$ cat config.mk
export PLATFORM = sky130hd
export DESIGN_NAME = tt_sel_driver
export DESIGN_NICKNAME = d
export VERILOG_FILES = /design/src/rtl/tt_sel_driver_pkg.sv /design/src/rtl/tt_phase_timer.sv /design/src/rtl/tt_sel_driver.sv
export SDC_FILE = /design/constraint.sdc
export NUM_CORES = 1
export LEC_CHECK = 0
export ABC_AREA = 1
export BUFFER_PORTS_ARGS = -buffer_cell sky130_fd_sc_hd__buf_4
export CORE_UTILIZATION = 60
export DETAILED_ROUTE_END_ITERATION = 16
export PLACE_DENSITY_LB_ADDON = 0.1
export SLEW_MARGIN = 20
export SYNTH_ARGS = -nofsm -noshare
export SYNTH_HDL_FRONTEND = slang
export SYNTH_SLANG_ARGS = --single-unit
$ cat constraint.sdc
create_clock -name clk -period 5.5 [get_ports clk]
set_input_delay 0.275 -clock clk [delete_from_list [all_inputs] [get_ports clk]]
set_output_delay 0.275 -clock clk [all_outputs]
set_load 0.005 [all_outputs]
$ cat src/rtl/tt_sel_driver_pkg.sv
// ---------------------------------------------------------------------------
// tt_sel_driver_pkg
//   Shared definitions for the design-select pin driver:
//     - sel_state_t : FSM state encoding, also used by formal property files
//     - phase_w()   : width of the per-phase down counter for a given HALF
//   No ports (package).
// ---------------------------------------------------------------------------
package tt_sel_driver_pkg;

    typedef enum logic [2:0] {
        ST_IDLE   = 3'd0,  // waiting for a request, ena holds its last value
        ST_RST    = 3'd1,  // select counter held in reset
        ST_SETTLE = 3'd2,  // reset released, counter settles before pulsing
        ST_INC_H  = 3'd3,  // increment pin high phase
        ST_INC_L  = 3'd4,  // increment pin low phase, one pulse ends here
        ST_ENA    = 3'd5   // selection complete, enable asserted
    } sel_state_t;

    // Phase timer width; a HALF below 1 is treated as 1 so the width
    // never collapses to zero.
    function automatic int phase_w(input int half);
        return (half < 1) ? 1 : $clog2(half + 1);
    endfunction

endpackage

$ cat src/rtl/tt_phase_timer.sv
// ---------------------------------------------------------------------------
// tt_phase_timer
//   Down counter that measures one pulse phase of HALF cycles. Pulsing
//   load restarts the phase; expire is high during the last cycle of it.
//   Ports:
//     clk     in  system clock
//     rst_n   in  synchronous active-low reset
//     load    in  restart the phase (asserted on every FSM state entry)
//     expire  out current cycle is the final cycle of the phase
// ---------------------------------------------------------------------------
module tt_phase_timer #(
    parameter int HALF = 2,
    parameter int W    = 2
) (
    input  logic clk,
    input  logic rst_n,
    input  logic load,
    output logic expire
);

    // Loading HALF-1 makes the phase that starts after the load edge last
    // exactly HALF cycles, with expire on the last one.
    localparam logic [W-1:0] RELOAD = W'((HALF < 1) ? 0 : HALF - 1);

    logic [W-1:0] cnt;

    // NOTE: sequential state is only ever written with non-blocking
    // assignments so every flop samples pre-edge values, independent of
    // block ordering in simulation.
    always_ff @(posedge clk) begin
        if (!rst_n) begin
            cnt <= '0;
        end else if (load) begin
            cnt <= RELOAD;
        end else if (cnt != '0) begin
            cnt <= cnt - 1'b1;
        end
    end

    assign expire = (cnt == '0);

endmodule

$ cat src/rtl/tt_sel_driver.sv
// ---------------------------------------------------------------------------
// tt_sel_driver
//   Drives the mux control pins feeding tt_top's design-select controller.
//   For an accepted address it pulses the select counter reset, waits for it
//   to settle, emits exactly addr increment pulses and then raises ena.
//   Every output is a flop, decoded from the next state, so the pins never
//   glitch.
//   Ports:
//     clk             in   system clock
//     rst_n           in   synchronous active-low reset
//     req_valid       in   select request present
//     req_ready       out  driver idle, can accept a request
//     req_addr        in   target design address, sampled on accept
//     dis             in   drop ena (deselect) while idle
//     done            out  1-cycle pulse: selection complete, ena now high
//     err             out  1-cycle pulse: request rejected (addr >= N_PROJ)
//     busy            out  sequence in progress
//     ctrl_sel_rst_n  out  to tt_top select-counter reset, active-low
//     ctrl_sel_inc    out  to tt_top select-counter increment
//     ctrl_ena        out  to tt_top enable of the selected design
// ---------------------------------------------------------------------------
module tt_sel_driver
    import tt_sel_driver_pkg::*;
#(
    parameter int ADDR_W = 10,
    parameter int N_PROJ = 384,
    parameter int HALF   = 2
) (
    input  logic              clk,
    input  logic              rst_n,
    input  logic              req_valid,
    output logic              req_ready,
    input  logic [ADDR_W-1:0] req_addr,
    input  logic              dis,
    output logic              done,
    output logic              err,
    output logic              busy,
    output logic              ctrl_sel_rst_n,
    output logic              ctrl_sel_inc,
    output logic              ctrl_ena
);

    localparam int PW = phase_w(HALF);

    // One extra bit so N_PROJ == 2**ADDR_W still compares correctly.
    localparam logic [ADDR_W:0] N_PROJ_L = (ADDR_W + 1)'(N_PROJ);

    sel_state_t        state;
    sel_state_t        next_state;
    logic [ADDR_W-1:0] addr_q;
    logic [ADDR_W-1:0] addr_d;
    logic [ADDR_W-1:0] cnt_q;
    logic [ADDR_W-1:0] cnt_d;
    logic [ADDR_W-1:0] cnt_inc;
    logic              ena_d;
    logic              err_d;
    logic              accept;
    logic              addr_bad;
    logic              phase_load;
    logic              phase_expire;

    tt_phase_timer #(
        .HALF (HALF),
        .W    (PW)
    ) u_phase_timer (
        .clk    (clk),
        .rst_n  (rst_n),
        .load   (phase_load),
        .expire (phase_expire)
    );

    // req_ready is itself a flop that is high only in IDLE, so it doubles
    // as the accept qualifier and requests while busy are simply dropped.
    assign accept     = req_valid & req_ready;
    assign addr_bad   = ({1'b0, req_addr} >= N_PROJ_L);
    assign cnt_inc    = cnt_q + ADDR_W'(1);
    // Every state change starts a fresh phase.
    assign phase_load = (next_state != state);

    // NOTE: every signal driven here gets a default before the case, so no
    // path leaves one unassigned and no latch is inferred.
    always_comb begin
        next_state = state;
        addr_d     = addr_q;
        cnt_d      = cnt_q;
        ena_d      = ctrl_ena;
        err_d      = 1'b0;

        case (state)
            ST_IDLE: begin
                if (accept) begin
                    // Accept takes priority over a simultaneous dis.
                    if (addr_bad) begin
                        err_d = 1'b1;
                    end else begin
                        addr_d     = req_addr;
                        cnt_d      = '0;
                        ena_d      = 1'b0;
                        next_state = ST_RST;
                    end
                end else if (dis) begin
                    ena_d = 1'b0;
                end
            end
            ST_RST: begin
                if (phase_expire) next_state = ST_SETTLE;
            end
            ST_SETTLE: begin
                if (phase_expire) next_state = (addr_q == '0) ? ST_ENA : ST_INC_H;
            end
            ST_INC_H: begin
                if (phase_expire) next_state = ST_INC_L;
            end
            ST_INC_L: begin
                // The pulse is counted as its low phase ends.
                if (phase_expire) begin
                    cnt_d      = cnt_inc;
                    next_state = (cnt_inc == addr_q) ? ST_ENA : ST_INC_H;
                end
            end
            ST_ENA: begin
                next_state = ST_IDLE;
            end
            default: begin
                next_state = ST_IDLE;
            end
        endcase

        // ena rises together with the done pulse and then holds.
        if (next_state == ST_ENA) ena_d = 1'b1;
    end

    always_ff @(posedge clk) begin
        if (!rst_n) begin
            state          <= ST_IDLE;
            addr_q         <= '0;
            cnt_q          <= '0;
            ctrl_sel_rst_n <= 1'b0;
            ctrl_sel_inc   <= 1'b0;
            ctrl_ena       <= 1'b0;
            done           <= 1'b0;
            err            <= 1'b0;
            req_ready      <= 1'b0;
            busy           <= 1'b0;
        end else begin
            state          <= next_state;
            addr_q         <= addr_d;
            cnt_q          <= cnt_d;
            // Decoding from next_state makes each pin change on the same
            // edge as the state it belongs to; inc is only high in INC_H,
            // so it can never overlap the counter reset.
            ctrl_sel_rst_n <= (next_state != ST_RST);
            ctrl_sel_inc   <= (next_state == ST_INC_H);
            ctrl_ena       <= ena_d;
            done           <= (next_state == ST_ENA);
            err            <= err_d;
            req_ready      <= (next_state == ST_IDLE);
            busy           <= (next_state != ST_IDLE);
        end
    end

endmodule

# --- Word level (Yosys, flattened, before mapping) ---
# Cells that the tools add are included.
totals:
  regBits: 32
  latch_bits: 0
  mem_bits_rw: 0
  rom_bits: 0
  in_bits: 14
  mem_count: 0
classes:
  n_addsub: 2
  mul: 0
  n_div: 0
  magnitude_cmp: 1
  n_eq_ne: 13
  shifts: 0
  n_mux: 21
  bitwise: 3
  n_reduce_logical: 15
op_table:
  columns: ["op", "n"]
  rows:
  - ["2-to-1 mux 10 bit", 3]
  - ["2-to-1 mux 3 bit", 8]
  - ["case mux 10 bit (2 select lines)", 1]
  - ["case mux 3 bit (5 select lines)", 1]
  - ["adder 10 x 1 -> 10 bit (second input constant)", 1]
  - ["== test 10 bit", 1]
  - [">= comparator 10 x 9 -> 1 bit (second input constant)", 1]
  - ["zero test 10 bit", 1]
  - ["== test 3 x 2 -> 1 bit (second input constant)", 3]
  - ["AND reduction 3 bit", 3]
  - ["2-to-1 mux 1 bit", 8]
  - ["nonzero test 2 bit", 4]
  - ["== test 3 bit (second input constant)", 2]
  - ["zero test 3 bit", 2]
  - ["inequality test 2 bit (second input constant)", 3]
  - ["nonzero test 3 bit", 2]
  - ["AND reduction 4 bit", 1]
  - ["== test 3 x 1 -> 1 bit (second input constant)", 1]
  - ["inequality test 3 x 1 -> 1 bit (second input constant)", 1]
  - ["inequality test 3 x 2 -> 1 bit (second input constant)", 1]
  - ["inequality test 3 bit", 1]
  - ["zero test 2 bit", 1]
  - ["NOT 1 bit", 2]
  - ["OR reduction 2 bit", 1]
  - ["other kinds (2)", 2]

# --- Logic depth before layout (Yosys ltp) ---
# Gate-level depths: netlist of the first run.
logic_depth:
  word_depth: 8
  mapped_depth: 18
  ltp_nobuf: 18

# --- Cells and area by module ---
# Synthesis of the first run repeated with hierarchy kept, for this count alone.
hier_totals:
  cells_unflattened: 273
  hier_area_um2: 1755.4
modules_own_cells:
  columns: ["mod", "instances", "cells_per_inst", "area_each_um2"]
  rows:
  - ["tt_sel_driver", 1, 256, 1631.6]
  - ["tt_phase_timer", 1, 17, 123.9]

# --- Worst setup path before layout of the first run ---
# OpenSTA, ideal clock, no wires.
synth_path:
  kind: "register to register"
  startpoint: "register cnt_q[0]"
  endpoint: "register u_phase_timer.cnt[0]"
  setup_ns: 0.109
  arrival_ns: 1.692
  setup_slack_ns: 3.700
  stages_incl_launch_ff: 18
  n_path_buf: 0
  synth_period_minus_slack_ns: 1.800
  path_cell_list: "dfxtp_1 ha_1 nand2_1 inv_1 o21ai_0 nand3_1 nor2_1 nand3_1 nor2_1 nand2_1 nand2_1 nand2_1 nand2_1 nand2_2 nand2_1 nand3_1 nand2_1 inv_1"
synth_between:
  elab_chain_cells: 7
  word_cells_on_any_way: 8
  classes_between: "1 x add/sub; 2 x eq/ne; 4 x mux; 1 x reduce/logical"
synth_lines:
  columns: ["item", "line_no", "text"]
  rows:
  - ["start: declaration", "tt_sel_driver.sv:52", "logic [ADDR_W-1:0] cnt_q;"]
  - ["start signal: assignment", "tt_sel_driver.sv:148", "cnt_q <= cnt_d;"]
  - ["adder 10 x 1 -> 10 bit (*)", "tt_sel_driver.sv:76", "assign cnt_inc = cnt_q + ADDR_W'(1);"]
  - ["== test 10 bit (*)", "tt_sel_driver.sv:118", "next_state = (cnt_inc == addr_q) ? ST_ENA : ST_INC_H;"]
  - ["2-to-1 mux 3 bit (*)", "tt_sel_driver.sv:118", null]
  - ["2-to-1 mux 3 bit (*)", "tt_sel_driver.sv:116", "if (phase_expire) begin"]
  - ["case mux 3 bit (5 select lines) (*)", "tt_sel_driver.sv:89", "case (state)"]
  - ["inequality test 3 bit (*)", "tt_sel_driver.sv:78", "assign phase_load = (next_state != state);"]
  - ["2-to-1 mux 1 bit or nonzero test 2 bit (tied branches)", null, null]
  - ["end signal: assignment", "tt_phase_timer.sv:36", "cnt <= cnt - 1'b1;"]
  - ["end: declaration", "tt_phase_timer.sv:25", "logic [W-1:0] cnt;"]
# Every way passes the cells marked *; elsewhere a longest branch is shown, timed or not.
# A chain may end at the register's enable or synchronous reset.

# --- Final worst setup path of the first run ---
# Ends and elaborated chain as after synthesis.

==> results of run 1 <==
==> path summary, 6_finish.rpt <==
path	to	slack, ns
worst min register to register	addr_q[1]$_SDFFE_PN0P_	0.50
worst min-delay path	addr_q[3]$_SDFFE_PN0P_	0.21
worst max-delay path	u_phase_timer.cnt[0]$_SDFFE_PN0P_	3.36
worst max register to register	u_phase_timer.cnt[0]$_SDFFE_PN0P_	3.36
==> worst max-delay path, delay by kind of cell (launching register included) <==
kind / cells / cell delay [ns]
simple gates: 13 / 1.12
flops: 1 / 0.37
fa+ha+maj: 1 / 0.23
compound gates: 1 / 0.21
buf+inv: 2 / 0.12
==> layout make-up <==
cell class                      count  area [sq um]
Fill cell                         242         790.8
Sequential cell                    32         640.6
Tap cell                           31         38.79
Timing Repair Buffer               20         150.1
Clock inverter                      2         10.01
Clock buffer                        6         51.30
Multi-Input combinational cell    188         937.1
Inverter                           37         138.9
==> routing by layer <==
layer  up-vias  track usage (%)
met5         -                0
met4         0            11.50
met3        13            7.674
met2        35            42.69
met1       733            34.66
li1        890                -
==> logic make-up after synthesis <==
| group | Yosys count |
|---|---|
| AOI/OAI and AO/OA | 41 |
| xor gates and xnor gates | 6 |
| adders and majority gates | 2 |
| buffers and inverters | 42 |
| DFF | 32 |
| and+or+nand+nor | 139 |
==> registers in the layout (all words and copies together), names as in the netlist, 2 cells and up <==
name               flops
addr_q                10
cnt_q                 10
state                  3
u_phase_timer.cnt      2
==> metrics by stage <==
step / setup WS [ns] / hold slack, ns
floorplan: 3.700 / 0.4051
global placement: 3.456 / 0.4688
detailed placement: 3.417 / 0.4809
CTS: 3.382 / 0.2109
global route: 3.118 / 0.2242
finish: 3.363 / 0.2058
==> where the power goes <==
group,total (mW),leakage [nW],switching [mW],internal (mW)
Combinational,0.196,0.612,0.118,0.0781
Clock,0.142,0.0380,0.0815,0.0607
Sequential,0.273,0.260,0.0151,0.258
Total,0.612,0.910,0.215,0.397
==> cell usage in the layout (no fill, tap or decap), types with 3 or more instances in the layout <==
master	instances
nand2_1	69
dfxtp_1	32
o21ai_0	14
nand3_1	23
nand4_1	4
clkbuf_4	5
a21oi_1	21
xor2_1	4
inv_2	3
nor2_1	24
nor3_1	4
inv_1	33
buf_4	20
nand2_2	4
==> results by group, run 1 <==
Run status
  • Status: completed

Synthesis
  • XOR/XNOR Fraction of Synth Area: 3.009%
  • Netlist Area Pre-Place: 0.001747 sq mm
  • Synth unique cells: 31
  • Most frequent cell after synthesis: nand2_1
  • Compound-Gate Fraction of Synth Area: about an eighth
  • Simple-gate share of the synthesized area: between 30% and 40%
  • Main area contributors after synthesis: dfxtp_1, nand2_1, inv_1
  • Mean post-synth cell area: 6.667 sq um
  • Synth cell count leaders: nand2_1, inv_1, dfxtp_1
  • Main combinational cell family by area after synthesis: simple AND/OR/NAND/NOR gates
  • Synth Flop Type: dfxtp_1
  • Synth warn: 0
  • Mux cell area share after synthesis: 0%
  • Seq/Total Area, Yosys: about 37%
  • Top-area cell type share of the netlist area: approximately 37%
  • Post-synth EDFFs: 0
  • Post-Synthesis Cells: 262
  • Adder-Cell Fraction of Synth Area: under 10%
  • Synth area leader: dfxtp_1
  • Syn Nets: around 280
  • #FFs+latches synth: 32
  • Asr flop ratio synth: 0%

Timing
  • Final Hold Fails: 0
  • Crit path time final: 2.137 ns
  • RSZ-0062 raised after global routing: false
  • Max Fclk: approximately 470 MHz
  • Worst-Margin Slew: 0.5399 ns
  • Layout Skew: 0.01479 ns
  • Setup TNS: 0 ns
  • Final setup violation count: 0
  • Max-Slew Margin vs Limit: 63.96%
  • Tcrit/Tclk final: roughly two fifths
  • Fin. max-slew vios: 0

Final layout
  • Design Area, Final: ~0.002 sq mm
  • Area grow syn2layout: 12.61%
  • Final Core Density: 71.32%
  • Diodes inserted: 0
  • Final nets: 300
  • Finished Layout Cells: roughly 320
  • Layout cells sized above 1: approximately 16%

Worst setup path
  • R2R depth: 17
  • Slowest CP cell: dfxtp_1
  • Worst path required time: between 5 and 6 ns
  • Crit Path Category: flop to flop
  • Worst path max stage delay: 0.37 ns
  • Origin of the critical flop-to-flop path: cnt_q[0]$_SDFFE_PN0P_
  • Crit-path most repeated cell: nand2_1
  • Crit path max fanout: 4
  • Crit end category: flop
  • Critical Path Source Type: flop
  • Worst setup path startpoint: cnt_q[0]$_SDFFE_PN0P_
  • Arrival time at the worst endpoint: 2.38 ns
  • Worst path cell trace: ha_1, nand2_1, inv_1, o21ai_0, nand3_1, nor2_1, nand3_1, nor2_1, nand2_1, nand2_1, nand2_1, nand2_1, nand2_2, nand2_1, nand3_1, nand2_1, inv_1

Route
  • Wl on met1: 1748 microns
  • Detailed-route via count: about 1,700
  • DRT Wirelength: between 3000 and 4000 microns
  • Metal3 WL: around 150 microns
  • DR WL/cell: approximately 12 microns
  • DRT antenna net count: 0
  • Via density: 5.288
  • # DRC: 0
  • 1st-iter DRT viols: ~110
  • TritonRoute pass-1 iters: 4
  • Met2 WL: ~1800 microns
  • Max layer used: met4

Global route
  • GR Util All Layers: between 20% and 30%
  • Vias in the first global route: roughly 1,500
  • Global-route wire length before repair: roughly 6600 microns
  • Initial antenna violation count: 0
  • GRT overflow: 0
  • Largest net degree at the start of global routing: 20

Pwr
  • Worst vdd ir: ~0.00027 V
  • PwrDens: just over 300 mW/mm^2
  • LEAKAGE: a little over 0.9 nW
  • Total power draw: between 0.6 and 0.7 mW

Placed design
  • Hpwl dp: about 2900 microns
  • GP Congestion: between 0.9 and 1
  • Placed cell areas: between 0.0015 and 0.002 sq mm
  • Inst Count DP: just over 300
  • Port bufs: 20

Die
  • Die Span Y: between 50 and 60 microns
  • Die width: roughly 56 microns
  • Die area: approximately 0.0031 sq mm
  • Core footprint: ~0.0028 sq mm
  • # IOs: 21
  • Initial Utilization: between 60% and 70%
  • Row cnt: 19

Min path
  • Hold path depth: 3
  • HP Start: req_addr[3]
  • Hold Path Class: input pin to flop

CTS
  • TritonCTS clock tree: yes
  • Post-cts sizing count: 0
  • Clock net sink count: 32
  • Worst skew pair latency: ~0.35 ns
  • Hold-fix buffers, CTS: 0
  • Clock slew at reported path FFs: between 0.1 and 0.15 ns
  • CTS Buffer Depth: 2
  • H-tree depth: 2
  • Clock buffers created by TritonCTS: 5
  • Post-CTS Setup Bufs: 0
  • Root buf cell: clkbuf_4

Run
  • Max cap viols: 0
Power figures use the tool's default switching activity.
==> run 2: changes to the inputs <==
Settings changed: ABC_AREA 1 to 0, CORE_UTILIZATION 60 to 57.
Clock period 5.5 ns to 2 ns, I/O delays scaled along.
==> results by group, run 2 <==
Final layout
  • Diodes inserted: 0
  • Top flop regs: addr_q: 10 flops, cnt_q: 10 flops, state: 3 flops
  • Commonest non-fill, non-tap cells in the layout: buf_4, nand2_1, a21oi_1, dfxtp_1, nor2_1
  • Layout cells sized above 1: 26.29%
  • Finished Layout Cells: approximately 280
  • Most common cell after layout, fill and taps aside: buf_4
  • Design Area, Final: about 0.0021 sq mm
  • Final Core Density: about three quarters
  • Final nets: roughly 270
  • Area grow syn2layout: 19.11%

Synthesis
  • Compound-Gate Fraction of Synth Area: 21.43%
  • Syn Nets: about 240
  • Synth Flop Type: dfxtp_1
  • Synth area leader: dfxtp_1
  • Main area contributors after synthesis: dfxtp_1, a21oi_1, nand2_1
  • Post-synth EDFFs: 0
  • Netlist Area Pre-Place: 0.001780 sq mm
  • Post-Synthesis Cells: about 220
  • #FFs+latches synth: 32
  • Main combinational cell family by area after synthesis: simple AND/OR/NAND/NOR gates
  • Synth cell count leaders: dfxtp_1, nand2_1, a21oi_1
  • Simple-gate share of the synthesized area: between 20 and 30%
  • Seq/Total Area, Yosys: between 30% and 40%
  • Mean post-synth cell area: ~8.0 sq um
  • Synth unique cells: 51
  • Mux cell area share after synthesis: less than 1%
  • Top-area cell type share of the netlist area: 35.98%
  • XOR/XNOR Fraction of Synth Area: 5.411%
  • Adder-Cell Fraction of Synth Area: approximately 1.4%
  • Asr flop ratio synth: 0%
  • Synth warn: 0
  • Most frequent cell after synthesis: dfxtp_1

Worst setup path
  • Crit-path most repeated cell: a41oi_2
  • Worst path required time: roughly 2.2 ns
  • Critical Path Source Type: flop
  • Worst path max stage delay: 0.39 ns
  • FF-to-FF setup slack: about 0.069 ns
  • Buf+Inv Stages, Crit Path: 1
  • Slowest CP cell: a2111oi_4
  • Worst path cell trace: buf_4, and3_2, a41oi_2, o221ai_2, a2111oi_4, a21o_2, a41oi_2
  • Crit Path Category: flop to flop
  • Crit path max fanout: 8
  • Delay-heaviest family, CP: compound AO/OA/AOI/OAI gates
  • Crit end category: flop
  • Arrival time at the worst endpoint: 2.14 ns

Die
  • Die area: around 0.0034 sq mm
  • Initial Utilization: between 60 and 70%
  • Core footprint: ~0.0029 sq mm
  • # IOs: 21
  • Die Span Y: approximately 58 microns
  • Die width: between 50 and 60 microns
  • Row cnt: 19

Min path
  • Hold Path Class: input pin to flop

Timing
  • Post-route setup slack: between 0.06 and 0.07 ns
  • Fin. max-slew vios: 0
  • Setup TNS: 0 ns
  • Final hold slack: 0.003770 ns
  • Final setup violation count: 0
  • Crit path time final: 1.931 ns
  • RSZ-0062 raised after global routing: true
  • Layout Skew: around 0.011 ns
  • Max-Slew Margin vs Limit: 67.70%
  • Final Hold Fails: 0
  • Worst-Margin Slew: about 0.48 ns
  • Max Fclk: 517.9 MHz
  • Tcrit/Tclk final: a little over nine tenths

Pwr
  • LEAKAGE: a little under 0.8 nW
  • Worst vdd ir: about 0.00059 V
  • PwrDens: 716.3 mW/mm^2
  • Total power draw: approximately 1.5 mW

Route
  • DRT antenna net count: 0
  • # DRC: 1
  • DRT Wirelength: roughly 4500 microns
  • TritonRoute pass-1 iters: 10
  • Detailed-route via count: roughly 1,800
  • 1st-iter DRT viols: between 150 and 200
  • DR WL/cell: 15.89 microns
  • Via density: approximately 6.4

Global route
  • Initial antenna violation count: 0
  • GR Util All Layers: approximately 30%
  • GRT overflow: 0
  • Global-route wire length before repair: 7514 microns
  • Vias in the first global route: between 1,500 and 2,000
  • Largest net degree at the start of global routing: 26

CTS
  • Clock net sink count: 32
  • Root buf cell: clkbuf_4
  • Clock slew at reported path FFs: 0.10 ns
  • H-tree depth: 2
  • Clock buffers created by TritonCTS: 5
  • TritonCTS clock tree: yes
  • CTS Buffer Depth: 2
  • Worst skew pair latency: between 0.3 and 0.4 ns

Placed design
  • Placed cell areas: 0.001988 sq mm
  • Hpwl dp: approximately 3200 microns
  • Port bufs: 20
  • GP Congestion: slightly below 1
  • Inst Count DP: about 270
  • Dpl ws: approximately 0.07 ns

Run status
  • Status: finished, violations left
  • Failing checks: design-rule violations

Run
  • Max cap viols: 0
[run 2: worst min-delay path: cells and delay by family]
family | cells | cell delay, ns
AO/OA/AOI/OAI | 1 | 0.05
AND/OR/NAND/NOR | 1 | 0.04
buffers and inverters | 1 | 0.11
[run 2: what timing repair did]
action | CTS | global route
gates resized for setup | 0 | 18
hold buffers | 2 | 0
hold endpoints to repair | 2 | 0
setup buffers | 0 | 0
endpoints found under the setup margin | 0 | 11
[run 2: area by class of cell]
| cell class | count | area, sq um |
|---|---|---|
| multi-input cells | 172 | 1101 |
| fillers | 223 | 732.0 |
| flip-flops and latches | 32 | 648.1 |
| repair buffers | 35 | 267.8 |
| clock buffers | 6 | 41.29 |
| well taps | 31 | 38.79 |
| inverters | 5 | 18.77 |
| clock inverters | 1 | 5.005 |
[run 2: cells by family (layout without fill, tap and decap cells)]
kind of cell    count (synthesis)  in the layout
simple gates                   99             99
compound gates                 59             59
flops                          32             32
buf+inv                        19             47
xor+xnor                       11             11
fa+ha+maj                       2              2
mux                             1              1
[run 2: final timing paths]
kind / cells after the start / endpoint / from
max: 7 / ctrl_sel_rst_n$_SDFF_PN0_ / cnt_q[0]$_SDFFE_PN0P_
min: 3 / addr_q[1]$_SDFFE_PN0P_ / req_addr[1]
max reg2reg: 7 / ctrl_sel_rst_n$_SDFF_PN0_ / cnt_q[0]$_SDFFE_PN0P_
min reg2reg: 2 / ctrl_ena$_SDFFE_PN0P_ / ctrl_ena$_SDFFE_PN0P_
[run 2: layer usage]
layer	vias up	global-route usage [%]	wire length, microns
met1	859	39.30	1923
met2	59	46.47	2171
met3	8	5.134	331
met4	0	14.63	56
li1	866	-	-
met5	-	0	0
[run 2: report_power, final]
| part | switching [mW] | leakage (nW) | internal [mW] |
|---|---|---|---|
| Clock | 0.224 | 0.0281 | 0.129 |
| Sequential | 0.0376 | 0.263 | 0.686 |
| Combinational | 0.240 | 0.488 | 0.202 |
| Total | 0.502 | 0.779 | 1.02 |
